<file path="src/rtl/mem_bus_arbiter.sv">
// Round-robin arbiter that shares the single data-memory port between the CPU core and the FPGA I/O front end.
// One transfer is outstanding at a time. Define ARB_TIMEOUT_EN to abort transfers whose mem_ack never arrives.
module mem_bus_arbiter #(
    parameter int ADDR_W  = 32,
    parameter int DATA_W  = 32,
    parameter int TIMEOUT = 64
) (
    input  logic              clk,
    input  logic              nrst,
    input  logic              cpu_req,
    input  logic              cpu_we,
    input  logic [ADDR_W-1:0] cpu_addr,
    input  logic [DATA_W-1:0] cpu_wdata,
    output logic [DATA_W-1:0] cpu_rdata,
    output logic              cpu_ack,
    input  logic              fpga_req,
    input  logic              fpga_we,
    input  logic [ADDR_W-1:0] fpga_addr,
    input  logic [DATA_W-1:0] fpga_wdata,
    output logic [DATA_W-1:0] fpga_rdata,
    output logic              fpga_ack,
    output logic              mem_req,
    output logic              mem_we,
    output logic [ADDR_W-1:0] mem_addr,
    output logic [DATA_W-1:0] mem_wdata,
    input  logic [DATA_W-1:0] mem_rdata,
    input  logic              mem_ack,
    output logic [1:0]        grant,
    output logic              bus_err
);

    localparam logic [1:0] ST_IDLE      = 2'd0;
    localparam logic [1:0] ST_CPU_XFER  = 2'd1;
    localparam logic [1:0] ST_FPGA_XFER = 2'd2;
    localparam logic [1:0] ST_RELEASE   = 2'd3;

    localparam logic [DATA_W-1:0] ERR_DATA = DATA_W'(32'hDEAD_BEEF);

    if (TIMEOUT < 2) begin : g_bad_timeout
        $error("mem_bus_arbiter: TIMEOUT must be at least 2");
    end

    logic [1:0] state;
    logic       last_fpga;
    logic       cpu_win;
    logic       fpga_win;
    logic       timed_out;
    logic       finish;

    // On a tie the master that did not win last time gets the bus.
    assign cpu_win  = cpu_req && (!fpga_req || last_fpga);
    assign fpga_win = fpga_req && !cpu_win;
    assign finish   = mem_ack || timed_out;

`ifdef ARB_TIMEOUT_EN
    localparam int               CNT_W    = $clog2(TIMEOUT);
    localparam logic [CNT_W-1:0] CNT_LAST = CNT_W'(TIMEOUT - 1);

    logic             in_xfer;
    logic [CNT_W-1:0] xfer_cnt;
    logic             err;

    assign in_xfer   = (state == ST_CPU_XFER) || (state == ST_FPGA_XFER);
    // A mem_ack in the final counted cycle still wins over the abort.
    assign timed_out = in_xfer && !mem_ack && (xfer_cnt == CNT_LAST);
    assign bus_err   = err;

    always_ff @(posedge clk) begin
        if (!nrst) begin
            xfer_cnt <= '0;
            err      <= 1'b0;
        end else begin
            err <= timed_out;
            if (!in_xfer) begin
                xfer_cnt <= '0;
            end else if (!finish) begin
                xfer_cnt <= xfer_cnt + 1'b1;
            end
        end
    end
`else
    assign timed_out = 1'b0;
    assign bus_err   = 1'b0;
`endif

    always_ff @(posedge clk) begin
        if (!nrst) begin
            state      <= ST_IDLE;
            last_fpga  <= 1'b1;
            grant      <= 2'b00;
            mem_req    <= 1'b0;
            mem_we     <= 1'b0;
            mem_addr   <= '0;
            mem_wdata  <= '0;
            cpu_ack    <= 1'b0;
            fpga_ack   <= 1'b0;
            cpu_rdata  <= '0;
            fpga_rdata <= '0;
        end else begin
            cpu_ack  <= 1'b0;
            fpga_ack <= 1'b0;
            case (state)
                ST_IDLE: begin
                    if (cpu_win || fpga_win) begin
                        state     <= cpu_win ? ST_CPU_XFER : ST_FPGA_XFER;
                        grant     <= {fpga_win, cpu_win};
                        last_fpga <= fpga_win;
                        mem_req   <= 1'b1;
                        mem_we    <= cpu_win ? cpu_we    : fpga_we;
                        mem_addr  <= cpu_win ? cpu_addr  : fpga_addr;
                        mem_wdata <= cpu_win ? cpu_wdata : fpga_wdata;
                    end
                end
                ST_CPU_XFER, ST_FPGA_XFER: begin
                    // Writes leave the winner's read data untouched unless the transfer aborts.
                    if (finish) begin
                        state   <= ST_RELEASE;
                        grant   <= 2'b00;
                        mem_req <= 1'b0;
                        if (state == ST_CPU_XFER) begin
                            cpu_ack <= 1'b1;
                            if (timed_out || !mem_we) begin
                                cpu_rdata <= timed_out ? ERR_DATA : mem_rdata;
                            end
                        end else begin
                            fpga_ack <= 1'b1;
                            if (timed_out || !mem_we) begin
                                fpga_rdata <= timed_out ? ERR_DATA : mem_rdata;
                            end
                        end
                    end
                end
                ST_RELEASE: begin
                    state <= ST_IDLE;
                end
                default: begin
                    state <= ST_IDLE;
                end
            endcase
        end
    end

endmodule

</file>
<file path="config.mk">
export PLATFORM = sky130hd
export DESIGN_NAME = mem_bus_arbiter
export DESIGN_NICKNAME = d
export VERILOG_FILES = /design/src/rtl/mem_bus_arbiter.sv
export SDC_FILE = /design/constraint.sdc
export NUM_CORES = 1
export LEC_CHECK = 0
export BUFFER_PORTS_ARGS = -buffer_cell sky130_fd_sc_hd__buf_2
export CORE_ASPECT_RATIO = 0.5
export CORE_MARGIN = 2
export CORE_UTILIZATION = 31
export CTS_CLUSTER_SIZE = 40
export DETAILED_ROUTE_END_ITERATION = 8
export SETUP_SLACK_MARGIN = 0.2
export SLEW_MARGIN = 5
export SYNTH_ARGS = -nofsm -noshare
export SYNTH_HDL_FRONTEND = slang
export SYNTH_SLANG_ARGS = --single-unit
</file>
<file path="constraint.sdc">
create_clock -name clk -period 4.7 [get_ports clk]
set_input_delay 1.41 -clock clk [delete_from_list [all_inputs] [get_ports clk]]
set_output_delay 1.41 -clock clk [all_outputs]
set_load 0.02 [all_outputs]
</file>
Word level (Yosys, flattened, before mapping)
Cells that the tools add are included.
{"block": "totals", "ff_bits": 137, "in_bits": 167, "out_inout_bits": 135}
{"block": "op_classes", "n_eq_ne": 5, "n_mux": 15, "n_bitwise": 2, "n_reduce_logical": 15}
{"operator": "$mux 32", "count": 2}
{"operator": "$mux 2", "count": 5}
{"operator": "$reduce_and 4->1", "count": 2}
{"operator": "$pmux 2 s3", "count": 1}
{"operator": "$reduce_and 3->1", "count": 2}
{"operator": "$mux 1", "count": 5}
{"operator": "$eq 2x2->1 const B", "count": 2}
{"operator": "$ne 2x2->1 const B", "count": 2}
{"operator": "$pmux 2 s2", "count": 1}
{"operator": "$reduce_and 2->1", "count": 2}
{"operator": "$eq 2x1->1 const B", "count": 1}
{"operator": "$logic_and 1x1->1", "count": 2}
{"operator": "$logic_not 1->1", "count": 2}
{"operator": "$logic_not 2->1", "count": 1}
{"operator": "$logic_or 1x1->1", "count": 2}
{"operator": "$not 1->1", "count": 2}
{"operator": "$pmux 1 s2", "count": 1}
{"operator": "$reduce_bool 2->1", "count": 1}
{"operator": "$reduce_or 2->1", "count": 1}

Depth between registers and ports, before layout
Gate-level depths: netlist of the first run.
{"block": "logic_depth", "ltp_word": 8, "depth_mapped": 8, "mapped_depth_nobuf": 5}

Worst setup path after synthesis of the first run
Ideal clock, no wire load.
{"block": "synth_timing", "path_kind": "input to register", "from": "in cpu_req", "to": "reg mem_addr[10]", "setup_ns": 0.125, "arrival_ns": 2.220, "setup_slack_ns": 2.354, "stages": 6, "path_buffers": 3, "path_cell_list": "buf_4 -> o21a_2 -> buf_4 -> buf_4 -> o21ai_1 -> a31oi_1"}
{"block": "synth_between", "elab_chain_cells": 5, "elab_cells_between_ends": 6, "cone_classes": "mux: 1; reduce/logical: 5"}
{"item": "from (decl)", "line": "10", "source": "input logic cpu_req,"}
{"item": "$logic_and 1x1->1 (*)", "line": "51", "source": "assign cpu_win = cpu_req && (!fpga_req || last_fpga);"}
{"item": "$logic_not 1->1", "line": "52", "source": "assign fpga_win = fpga_req && !cpu_win;"}
{"item": "$logic_and 1x1->1", "line": "52"}
{"item": "$logic_or 1x1->1", "line": "104", "source": "if (cpu_win || fpga_win) begin"}
{"item": "$reduce_and 2->1 (no line)"}
{"item": "to (signal assigned)", "line": "110", "source": "mem_addr <= cpu_win ? cpu_addr : fpga_addr;"}
{"item": "to (decl)", "line": "24", "source": "output logic [ADDR_W-1:0] mem_addr,"}
Mark *: on every way between the ends. The rest lies on a longest branch, timed or not.
A chain may end at the register's enable or synchronous reset.

Worst setup path after layout of the first run
{"block": "layout_timing", "from": "in fpga_req", "to": "reg mem_wdata[20]"}
{"block": "layout_between", "elab_chain_cells": 7, "elab_cells_between_ends": 8, "cone_classes": "mux: 1; reduce/logical: 7"}
{"item": "from (decl)", "line": "16", "source": "input logic fpga_req,"}
{"item": "$logic_not 1->1", "line": "51"}
{"item": "$logic_or 1x1->1", "line": "51"}
{"item": "$logic_and 1x1->1", "line": "51"}
{"item": "$logic_not 1->1", "line": "52"}
{"item": "$logic_and 1x1->1", "line": "52"}
{"item": "$logic_or 1x1->1", "line": "104"}
{"item": "$reduce_and 2->1 (no line)"}
{"item": "to (signal assigned)", "line": "111", "source": "mem_wdata <= cpu_win ? cpu_wdata : fpga_wdata;"}
{"item": "to (decl)", "line": "25", "source": "output logic [DATA_W-1:0] mem_wdata,"}
Parallel ways exist; a longest one is shown, timed or not.

==> results of run 1 <==
-- synth_stat cells, types with 2 or more instances --
cell	number
nand2_1	133
a21oi_1	68
nand3_1	67
buf_2	36
dfxtp_1	137
buf_4	9
clkbuf_1	28
inv_1	4
inv_2	2
ha_1	4
o21ai_0	72
mux2i_1	2
o21ai_1	61
a31oi_1	65
-- flip-flops by register name (all words and copies together) (netlist names), 2 cells and up --
| signal | cells |
|---|---|
| cpu_rdata | 32 |
| state | 2 |
| fpga_rdata | 32 |
| mem_addr | 32 |
| mem_wdata | 32 |
| grant | 2 |
-- logic make-up (layout without fill, tap and decap cells) --
family,Yosys count,after routing
AO/OA/AOI/OAI,272,272
AND/OR/NAND/NOR,210,210
flip-flops,137,137
buffers and inverters,80,347
adder cells (fa/ha/maj),4,4
multiplexers,2,2
other,1,1
-- worst paths after layout --
kind,slack [ns],depth (start not counted),startpoint,endpoint
min,0.45,2,cpu_rdata[2]$_SDFFE_PN0P_,cpu_rdata[2]$_SDFFE_PN0P_
max reg2reg,2.69,6,state[0]$_SDFFE_PN0P_,mem_wdata[24]$_SDFFE_PN0P_
min reg2reg,0.45,2,cpu_rdata[2]$_SDFFE_PN0P_,cpu_rdata[2]$_SDFFE_PN0P_
max,2.08,5,fpga_req,mem_wdata[20]$_SDFFE_PN0P_
-- metal layers --
metal  share of wire (%)  routed length, µm
met5                   0                  0
met4                 1.4                257
met3                 5.0                926
met2                  49               9200
met1                  44               8230
-- layout make-up --
cell class                 count  area [µm²]
clock buffer                  19         443
clock inverter                13         143
fill                        1856        9830
inverter                       6        22.5
multi-input combinational    489        2470
sequential                   137        2740
tap                          234         293
timing repair buffer         309        1580
-- power groups by stage --
stage	combinational (µW)	clock [µW]	sequential [µW]
finish	1580	1330	1620
CTS	1590	1380	1620
global placement	1570	0	1640
floorplan	701	0	2000
detailed placement	1590	0	1640
global route	1710	1430	1660
-- stage by stage --
stage	total power, µW	hold slack [ns]
final	4530	0.451
after global routing	4810	0.475
after CTS	4590	0.453
after detailed placement	3230	0.444
after global placement	3210	0.439
after floorplan	2700	0.435
-- worst max-delay path, delay by kind of cell --
kind,cells,cell delay [ns]
and+or+nand+nor,2,0.79
buffers and inverters,2,0.56
AOI/OAI and AO/OA,1,0.20
==> results.json, run 1 <==
{
  "drc": 0,
  "initial_core_util_pct": 31.9,
  "outcome": "complete, no violations",
  "cts_hold_buf": 0,
  "final_cell_mix": "buf_2 (300), dfxtp_1 (137), nand2_1 (133)",
  "cts-root-buf": "clkbuf_16",
  "finalHoldViolations": 0,
  "clock_latency_ns": 0.41,
  "diodes": 0,
  "cts_made_buffers": 17,
  "maxCapViolCount": 0,
  "synth_cell_types": 32,
  "netSwitchingPower_uw": 1740,
  "worstPathArrival_ns": 2.96,
  "synth_nets": 877,
  "required_ns": 5.04,
  "hp-class": "flop to flop",
  "grt_antenna_before_repair": 0,
  "slew_violations": 0,
  "synthCells": 706,
  "dp_cells": 1175,
  "grt_pass1_vias": 5599,
  "final.setup_skew_ns": 0.00737,
  "cp-start-kind": "primary input",
  "fin_nets": 1131,
  "use_met1_pct": 23.0,
  "drt_iter0_markers": 294,
  "cts_sinks": 137,
  "fmax_mhz": 381,
  "synth_top_cell_by_area": "dfxtp_1",
  "synth_xor_area_share_pct": 0,
  "dpl.hpwl_um": 12200,
  "layout_setup_ws_ns": 2.08,
  "synth_top_cell_area_share_pct": 49.0,
  "die_y_um": 99.0,
  "cp_cell_sequence": "buf_2 -> nand2b_2 -> buf_4 -> nand3_1 -> a31oi_1",
  "setup_violations": 0,
  "drive_above_1_share_pct": 35.6,
  "fin_area_um2": 7700,
  "met2_usage_pct": 32.5,
  "finalCriticalPeriod_ns": 2.62,
  "synth-compound-area-share_pct": 26.2,
  "crit_path_end_kind": "flop",
  "rows": 34,
  "ys_seq_area_share_pct": 49.0,
  "seqPwrFrac_pct": 35.8,
  "swShare_pct": 38.5,
  "post_cts_buffers": 0,
  "grt_pass1_wl_um": 28800,
  "port_buffers": 300,
  "post-place-ws_ns": 1.63,
  "p_comb_share_pct": 34.8,
  "yosysWarnings": 0,
  "clockPowerShare_pct": 29.4,
  "synth_edf_count": 0,
  "cts_tree": "built",
  "synthSimpleGateAreaFrac_pct": 16.5,
  "async_flop_share_pct": 0,
  "gp_congestion": 0.801,
  "num_vias": 6002,
  "drt_wl_total_um": 18600,
  "synth_area_um2": 5590,
  "p_per_area_nw_per_um2": 589,
  "worst-setup-path-type": "primary input to flop",
  "cts_buffer_depth": 2,
  "die-area_um2": 19200,
  "synthMuxAreaShare_pct": 0.358,
  "rsz0062_at_grt": "no",
  "synth.area.top_cells": "dfxtp_1 (49%), nand2_1 (8.9%), a31oi_1 (7.3%), o21ai_0 (6.4%), a21oi_1 (6.1%)",
  "ant_nets": 0,
  "grt_start_max_net_pins": 80,
  "io_pins": 302,
  "setup_tns_ns": 0,
  "path_clk_slew_ns": 0.06,
  "post-route-util_pct": 43.9,
  "peakVddDrop_mv": 0.290,
  "grt_util_met3_pct": 4.24,
  "synth_top_family_by_area": "compound AO/OA/AOI/OAI gates",
  "p_leak_uw": 0.00343,
  "via_per_inst": 4.97,
  "final_cells": 1207,
  "core-area_um2": 17500,
  "top_usage_layer": "met2",
  "wl_per_cell_um": 15.4,
  "finalCritPeriodShare_pct": 55.8,
  "cts-resized-gates": 0,
  "dpl_cell_area_um2": 7110,
  "tightest_slew_ns": 1.07,
  "syn_to_final_growth_pct": 37.6,
  "synth_adder_area_share_pct": 0.895,
  "cp_slowest_cell": "nand2b_2",
  "first_pass_iters": 5,
  "grt_util_all_layers_pct": 18.6,
  "syn_area_per_cell_um2": 7.92,
  "synthFlopType": "dfxtp_1",
  "final_common_cell": "buf_2",
  "max_stage_delay_ns": 0.67,
  "relSlewSlack_pct": 28.8,
  "die_x_um": 194,
  "htree_levels": 4,
  "synth_seq_cells": 137,
  "intPower_uw": 2790,
  "gr-total-overflow": 0,
  "cp_max_fo": 44
}
(Power assumes the default switching activity.)
==> inputs of run 2 (changes only) <==
==> constraint.sdc (replaced) <==
create_clock -name clk -period 2.2 [get_ports clk]
set_input_delay 0.66 -clock clk [delete_from_list [all_inputs] [get_ports clk]]
set_output_delay 0.66 -clock clk [all_outputs]
set_load 0.02 [all_outputs]
==> run 2 against run 1 <==
  * Sequential cell count unchanged
  * Critical path depth rose by 1
  * Global-route usage increased by 0.069 points
  * Sequential share of layout area fell by 0.61 points
  * Utilization up 0.76 points
  * Worst setup slack got worse by 1.7 ns
  * Non-clock buffer count rose by 11
  * Combinational power grew 120%
  * Worst hold slack improved by 0.0012 ns
  * Register-to-register slack worse by 2.3 ns
  * Critical path type is now flop to flop
  * Largest power group is now combinational logic
==> results.json, run 2 (synthesis gave the netlist of run 1 again) <==
{
  "fmax_mhz": 563,
  "hp-class": "flop to flop",
  "setup_tns_ns": 0,
  "dpl_cell_area_um2": 7260,
  "final.setup_skew_ns": 0.00820,
  "initial_core_util_pct": 31.9,
  "grt_util_all_layers_pct": 18.7,
  "die_y_um": 99.0,
  "gp_congestion": 0.826,
  "nFillCells": 1844,
  "maxCapViolCount": 0,
  "die-area_um2": 19200,
  "cp_max_fo": 32,
  "cts_buffer_depth": 2,
  "rsz0062_at_grt": "no",
  "fin_area_um2": 7830,
  "slew_violations": 0,
  "p_per_area_nw_per_um2": 1240,
  "via_per_inst": 5.01,
  "die_x_um": 194,
  "finalCriticalPeriod_ns": 1.78,
  "drive_above_1_share_pct": 36.4,
  "relSlewSlack_pct": 65.5,
  "p_leak_uw": 0.00351,
  "multi_input_area_um2": 2470,
  "gr-total-overflow": 0,
  "cts-root-buf": "clkbuf_16",
  "path_clk_slew_ns": 0.07,
  "drt_wl_total_um": 18600,
  "layout_setup_ws_ns": 0.424,
  "grt_pass1_wl_um": 29200,
  "drt_iter0_markers": 330,
  "num_vias": 6100,
  "post_cts_buffers": 0,
  "required_ns": 2.54,
  "diodes": 0,
  "worst-setup-path-type": "flop to flop",
  "crit_path_end_kind": "flop",
  "cts_hold_buf": 0,
  "core-area_um2": 17500,
  "first_pass_iters": 5,
  "r2r_end": "fpga_rdata[3]$_SDFFE_PN0P_",
  "dpl.hpwl_um": 12800,
  "tightest_slew_ns": 0.517,
  "grt_antenna_before_repair": 0,
  "grt_pass1_vias": 5683,
  "drc": 0,
  "cts_sinks": 137,
  "rr_startpoint": "state[0]$_SDFFE_PN0P_",
  "grt_start_max_net_pins": 55,
  "clock_latency_ns": 0.42,
  "wl_per_cell_um": 15.3,
  "crit_end": "fpga_rdata[3]$_SDFFE_PN0P_",
  "final_common_cell": "buf_2",
  "cts_tree": "built",
  "port_buffers": 300,
  "cp-start-kind": "flop",
  "htree_levels": 4,
  "peakVddDrop_mv": 0.642,
  "cts_made_buffers": 17,
  "final_cell_mix": "buf_2 (300), dfxtp_1 (137), nand2_1 (133)",
  "r2r_slack_ns": 0.42,
  "cp-startpoint": "state[0]$_SDFFE_PN0P_",
  "ant_nets": 0,
  "syn_to_final_growth_pct": 40.0,
  "worstPathArrival_ns": 2.12,
  "finalHoldViolations": 0,
  "cts-resized-gates": 0,
  "fin_nets": 1142,
  "post-place-ws_ns": 0.258,
  "register_area_um2": 2740,
  "rows": 34,
  "worst_hold_path.num_cells": 2,
  "reg2reg_depth": 6,
  "io_pins": 302,
  "outcome": "complete, no violations",
  "setup_violations": 0,
  "finalCritPeriodShare_pct": 80.7
}
run 2: cell types whose count changed in the layout (fill, tap and decap cells not counted), sizes merged:
cell	change
clkbuf	-2
bufinv	-2
buf	+11
clkinvlp	-3
inv	+7
run 2: layout make-up:
class | instances | share of cell area (%)
Timing Repair Buffer | 320 | 22.0
Clock buffer | 17 | 5.43
Inverter | 6 | 0.288
Tap cell | 234 | 3.74
Sequential cell | 137 | 35.0
Multi-Input combinational cell | 489 | 31.6
Clock inverter | 15 | 1.90
run 2: layer usage:
layer	GRT usage [%]	up-vias	wire length [µm]
met2	30.8	187	9040
li1	-	3030	-
met4	7.40	0	382
met1	24.0	2852	8260
met3	4.24	31	914
met5	0	-	0
run 2: worst max-delay path: stages (launching register included):
cell,delay [ns]
dfxtp_1,0.40
inv_1,0.10
ha_1,0.42
nand4bb_1,0.15
buf_4,0.36
nand2_1,0.10
a21oi_1,0.17
run 2: where the power goes:
part / switching [µW] / internal, µW / leakage [µW]
combinational: 2290 / 1190 / 0.00211
sequential: 319 / 3140 / 0.00112
clock: 1280 / 1510 / 0.000278
total: 3890 / 5850 / 0.00351
run 2: worst min path at each step:
stage                                   to  slack, ns                   startpoint
2_1_floorplan        state[1]$_SDFFE_PN0P_       0.43        state[1]$_SDFFE_PN0P_
3_3_place_gp   fpga_rdata[29]$_SDFFE_PN0P_       0.44  fpga_rdata[29]$_SDFFE_PN0P_
3_5_place_dp   fpga_rdata[21]$_SDFFE_PN0P_       0.44  fpga_rdata[21]$_SDFFE_PN0P_
4_1_cts        fpga_rdata[21]$_SDFFE_PN0P_       0.45  fpga_rdata[21]$_SDFFE_PN0P_
5_1_grt         cpu_rdata[17]$_SDFFE_PN0P_       0.47   cpu_rdata[17]$_SDFFE_PN0P_
6_report       fpga_rdata[10]$_SDFFE_PN0P_       0.45  fpga_rdata[10]$_SDFFE_PN0P_
run 2: per-stage QoR:
step / power, µW / utilization [%] / hold WS, ns / cells
global route: 10300 / 44.7 / 0.466 / 1218
detailed placement: 7020 / 41.4 / 0.444 / 1186
floorplan: 5780 / - / 0.435 / 706
global placement: 6960 / 41.4 / 0.440 / 1186
CTS: 9850 / 44.7 / 0.454 / 1218
finish: 9730 / 44.7 / 0.452 / 1218
==> inputs of run 3 (changes only) <==
--- a/config.mk
+++ b/config.mk
@@ -5,6 +5,7 @@
 export SDC_FILE = /design/constraint.sdc
 export NUM_CORES = 1
 export LEC_CHECK = 0
+export ABC_AREA = 1
 export BUFFER_PORTS_ARGS = -buffer_cell sky130_fd_sc_hd__buf_2
 export CORE_ASPECT_RATIO = 0.5
 export CORE_MARGIN = 2
==> constraint.sdc (replaced) <==
create_clock -name clk -period 1.5 [get_ports clk]
set_input_delay 0.45 -clock clk [delete_from_list [all_inputs] [get_ports clk]]
set_output_delay 0.45 -clock clk [all_outputs]
set_load 0.02 [all_outputs]
==> run 3 against run 2 <==
  * The run now ends with negative setup slack left
  * Final area is 42% higher
  * Worst hold slack worse by 0.15 ns
  * Register-to-register slack worse by 0.49 ns
  * Fmax is 13% higher
  * Sequential power is 72% higher
  * Sequential share of layout area is 9.1 points lower
  * Wire length is 16% higher
  * Die area is 2.7% higher
  * Cell count is 19% higher
  * Sequential cell count stayed put
  * Largest power group unchanged
==> results.json, run 3 <==
{
  "cts_hold_buf": 0,
  "die_y_um": 100,
  "port_buffers": 300,
  "syn_to_final_growth_pct": 93.6,
  "die-area_um2": 19700,
  "synth_nets": 1000,
  "fin_nets": 1365,
  "wl_met1_um": 9170,
  "grt_util_all_layers_pct": 19.0,
  "drive_above_1_share_pct": 60.1,
  "cp_cell_sequence": "inv_4 -> ha_4 -> nand2_4 -> nor3_4 -> buf_12 -> inv_12 -> clkbuf_16 -> nor2_2 -> nor2_1",
  "grt_antenna_before_repair": 0,
  "async_flop_share_pct": 0,
  "cts_buffer_depth": 2,
  "worst_hold_path.num_cells": 3,
  "r2r_end": "fpga_rdata[11]$_SDFFE_PN0P_",
  "layout_setup_ws_ns": -0.0681,
  "die_x_um": 197,
  "initial_core_util_pct": 31.4,
  "post-route-util_pct": 60.8,
  "first_pass_iters": 5,
  "yosysWarnings": 0,
  "synthTopCellsByCount": "nand2_1 (205), nor2_1 (198), dfxtp_1 (137)",
  "synthFlopType": "dfxtp_1",
  "core-area_um2": 18300,
  "slew_violations": 0,
  "final_cell_mix": "nand2_1 (202), buf_2 (180), nor2_1 (122), buf_6 (122), dfxtp_2 (111)",
  "ys_seq_area_share_pct": 47.7,
  "rows": 35,
  "r2r_slack_ns": -0.07,
  "min_from": "mem_rdata[21]",
  "finalCritPeriodShare_pct": 105,
  "final.setup_skew_ns": 0.00965,
  "wl_met2_um": 11100,
  "path_clk_slew_ns": 0.06,
  "worstPathArrival_ns": 1.87,
  "hold_slack_ns": 0.305,
  "worst-setup-path-type": "flop to flop",
  "synth.area.top_cells": "dfxtp_1 (48%), nand2_1 (13%), nor2_1 (13%), o21ai_0 (9.6%), a21oi_1 (3.1%)",
  "cp-start-kind": "flop",
  "drc": 0,
  "setup_violations": 65,
  "grt_pass1_wl_um": 30000,
  "cts-root-buf": "clkbuf_16",
  "synth_seq_cells": 137,
  "violations": "negative setup slack",
  "cts_sinks": 137,
  "hold-path-endpoint": "fpga_rdata[21]$_SDFFE_PN0P_",
  "synth_edf_count": 0,
  "nFillCells": 1587,
  "dpl.hpwl_um": 12800,
  "cts_made_buffers": 17,
  "wl_met3_um": 756,
  "cts_tree": "built",
  "io_pins": 302,
  "synth_top_cell_area_share_pct": 47.7,
  "hp-class": "primary input to flop",
  "ant_nets": 0,
  "synth_cell_types": 26,
  "peakVddDrop_mv": 0.870,
  "synth_top_cell_by_area": "dfxtp_1",
  "grt_pass1_vias": 6155,
  "finalHoldViolations": 0,
  "p_per_area_nw_per_um2": 1980,
  "cp_slowest_cell": "dfxtp_2",
  "maxCapViolCount": 0,
  "clock_latency_ns": 0.42,
  "num_vias": 6743,
  "rr_startpoint": "state[1]$_SDFFE_PN0P_",
  "synth_most_common_cell": "nand2_1",
  "htree_levels": 4,
  "required_ns": 1.80,
  "syn_area_per_cell_um2": 6.94,
  "drt_wl_total_um": 21600,
  "finalCriticalPeriod_ns": 1.57,
  "final_common_cell": "nand2_1",
  "p_leak_uw": 0.00523,
  "outcome": "finished, violations left",
  "cp_max_fo": 6,
  "wl_per_cell_um": 14.9,
  "drt_iter0_markers": 231,
  "synth_area_um2": 5750,
  "synthCells": 829,
  "fmax_mhz": 638,
  "crit_path_end_kind": "flop",
  "gp_congestion": 0.805,
  "reg2reg_depth": 9,
  "grt_start_max_net_pins": 40,
  "max_stage_delay_ns": 0.35,
  "post-place-ws_ns": -0.0831,
  "diodes": 0,
  "topRoutingLayerUsed": "met4",
  "via_per_inst": 4.66,
  "rsz0062_at_grt": "yes",
  "gr-total-overflow": 0
}
[run 3: cell count changes in the layout (fill, tap and decap cells not counted), sizes merged, moves of 2 or more]
cell,change
bufinv,+3
inv,+33
mux2i,-2
nand3,-64
nand4,+2
nor2,+198
nor3,+2
clkbuf,+6
buf,+76
nand2,+74
a21oi,-31
a31oi,-64
clkinv,+2
[run 3: per-layer routing]
metal  vias to the layer above  track usage [%]
li1                       3339                -
met5                         -                0
met3                        51             3.29
met2                       182             35.1
met1                      3171             22.6
met4                         0             6.54
[run 3: final cells by class]
type,instances,area (µm²),share of cell area (%)
Timing Repair Buffer,402,3720,33.4
Inverter,45,218,1.96
Clock buffer,17,425,3.82
Multi-Input combinational cell,591,3390,30.5
Clock inverter,15,188,1.69
Sequential cell,137,2890,25.9
Tap cell,240,300,2.70
[run 3: worst max-delay path by stage]
stage | startpoint | end | slack (ns)
final | state[1]$_SDFFE_PN0P_ | fpga_rdata[11]$_SDFFE_PN0P_ | -0.07
after global routing | state[0]$_SDFFE_PN0P_ | mem_wdata[20]$_SDFFE_PN0P_ | -0.13
after CTS | state[1]$_SDFFE_PN0P_ | fpga_rdata[16]$_SDFFE_PN0P_ | -0.02
after detailed placement | fpga_req | mem_addr[8]$_SDFFE_PN0P_ | -0.08
after global placement | fpga_req | mem_wdata[23]$_SDFFE_PN0P_ | -0.04
after floorplan | state[0]$_SDFFE_PN0P_ | fpga_rdata[0]$_SDFFE_PN0P_ | 0.08
[run 3: power breakdown]
part	switching, µW	internal (µW)	total, µW	leakage (µW)
logic	5810	5890	11700	0.00377
registers	882	5060	5950	0.00117
clock network	1750	2650	4400	0.000292
total	8440	13600	22000	0.00523
[run 3: repair_timing]
| action | CTS | global route |
|---|---|---|
| setup endpoints to repair | 268 | 269 |
| resized for setup | 210 | 481 |
| setup buffers | 16 | 31 |
| pin swaps | 25 | 45 |
| cloned | 15 | 8 |
[run 3: critical path, delay by kind of cell (launching register included)]
kind                       cells  cell delay [ns]
and+or+nand+nor                4             0.40
DFF                            1             0.35
buffers and inverters          4             0.41
adders and majority gates      1             0.28
[run 3: kinds of logic (layout without fill, tap and decap cells)]
group	Yosys count	in the layout	synth area share [%]
and+or+nand+nor	414	414	27.8
DFF	137	137	47.7
adders and majority gates	4	4	0.870
AOI/OAI and AO/OA	172	172	15.2
other	1	1	0.0652
buffers and inverters	101	479	8.42
[run 3: through the flow]
stage               instance area, µm²  instances  total power [µW]  setup TNS [ns]
floorplan                         5850        829              9640               0
global placement                  7680       1345             11900          -0.122
detailed placement                7680       1345             12000           -2.65
CTS                               9360       1408             19000          -0.215
global route                     11100       1447             23200           -6.81
finish                           11100       1447             22000           -2.01
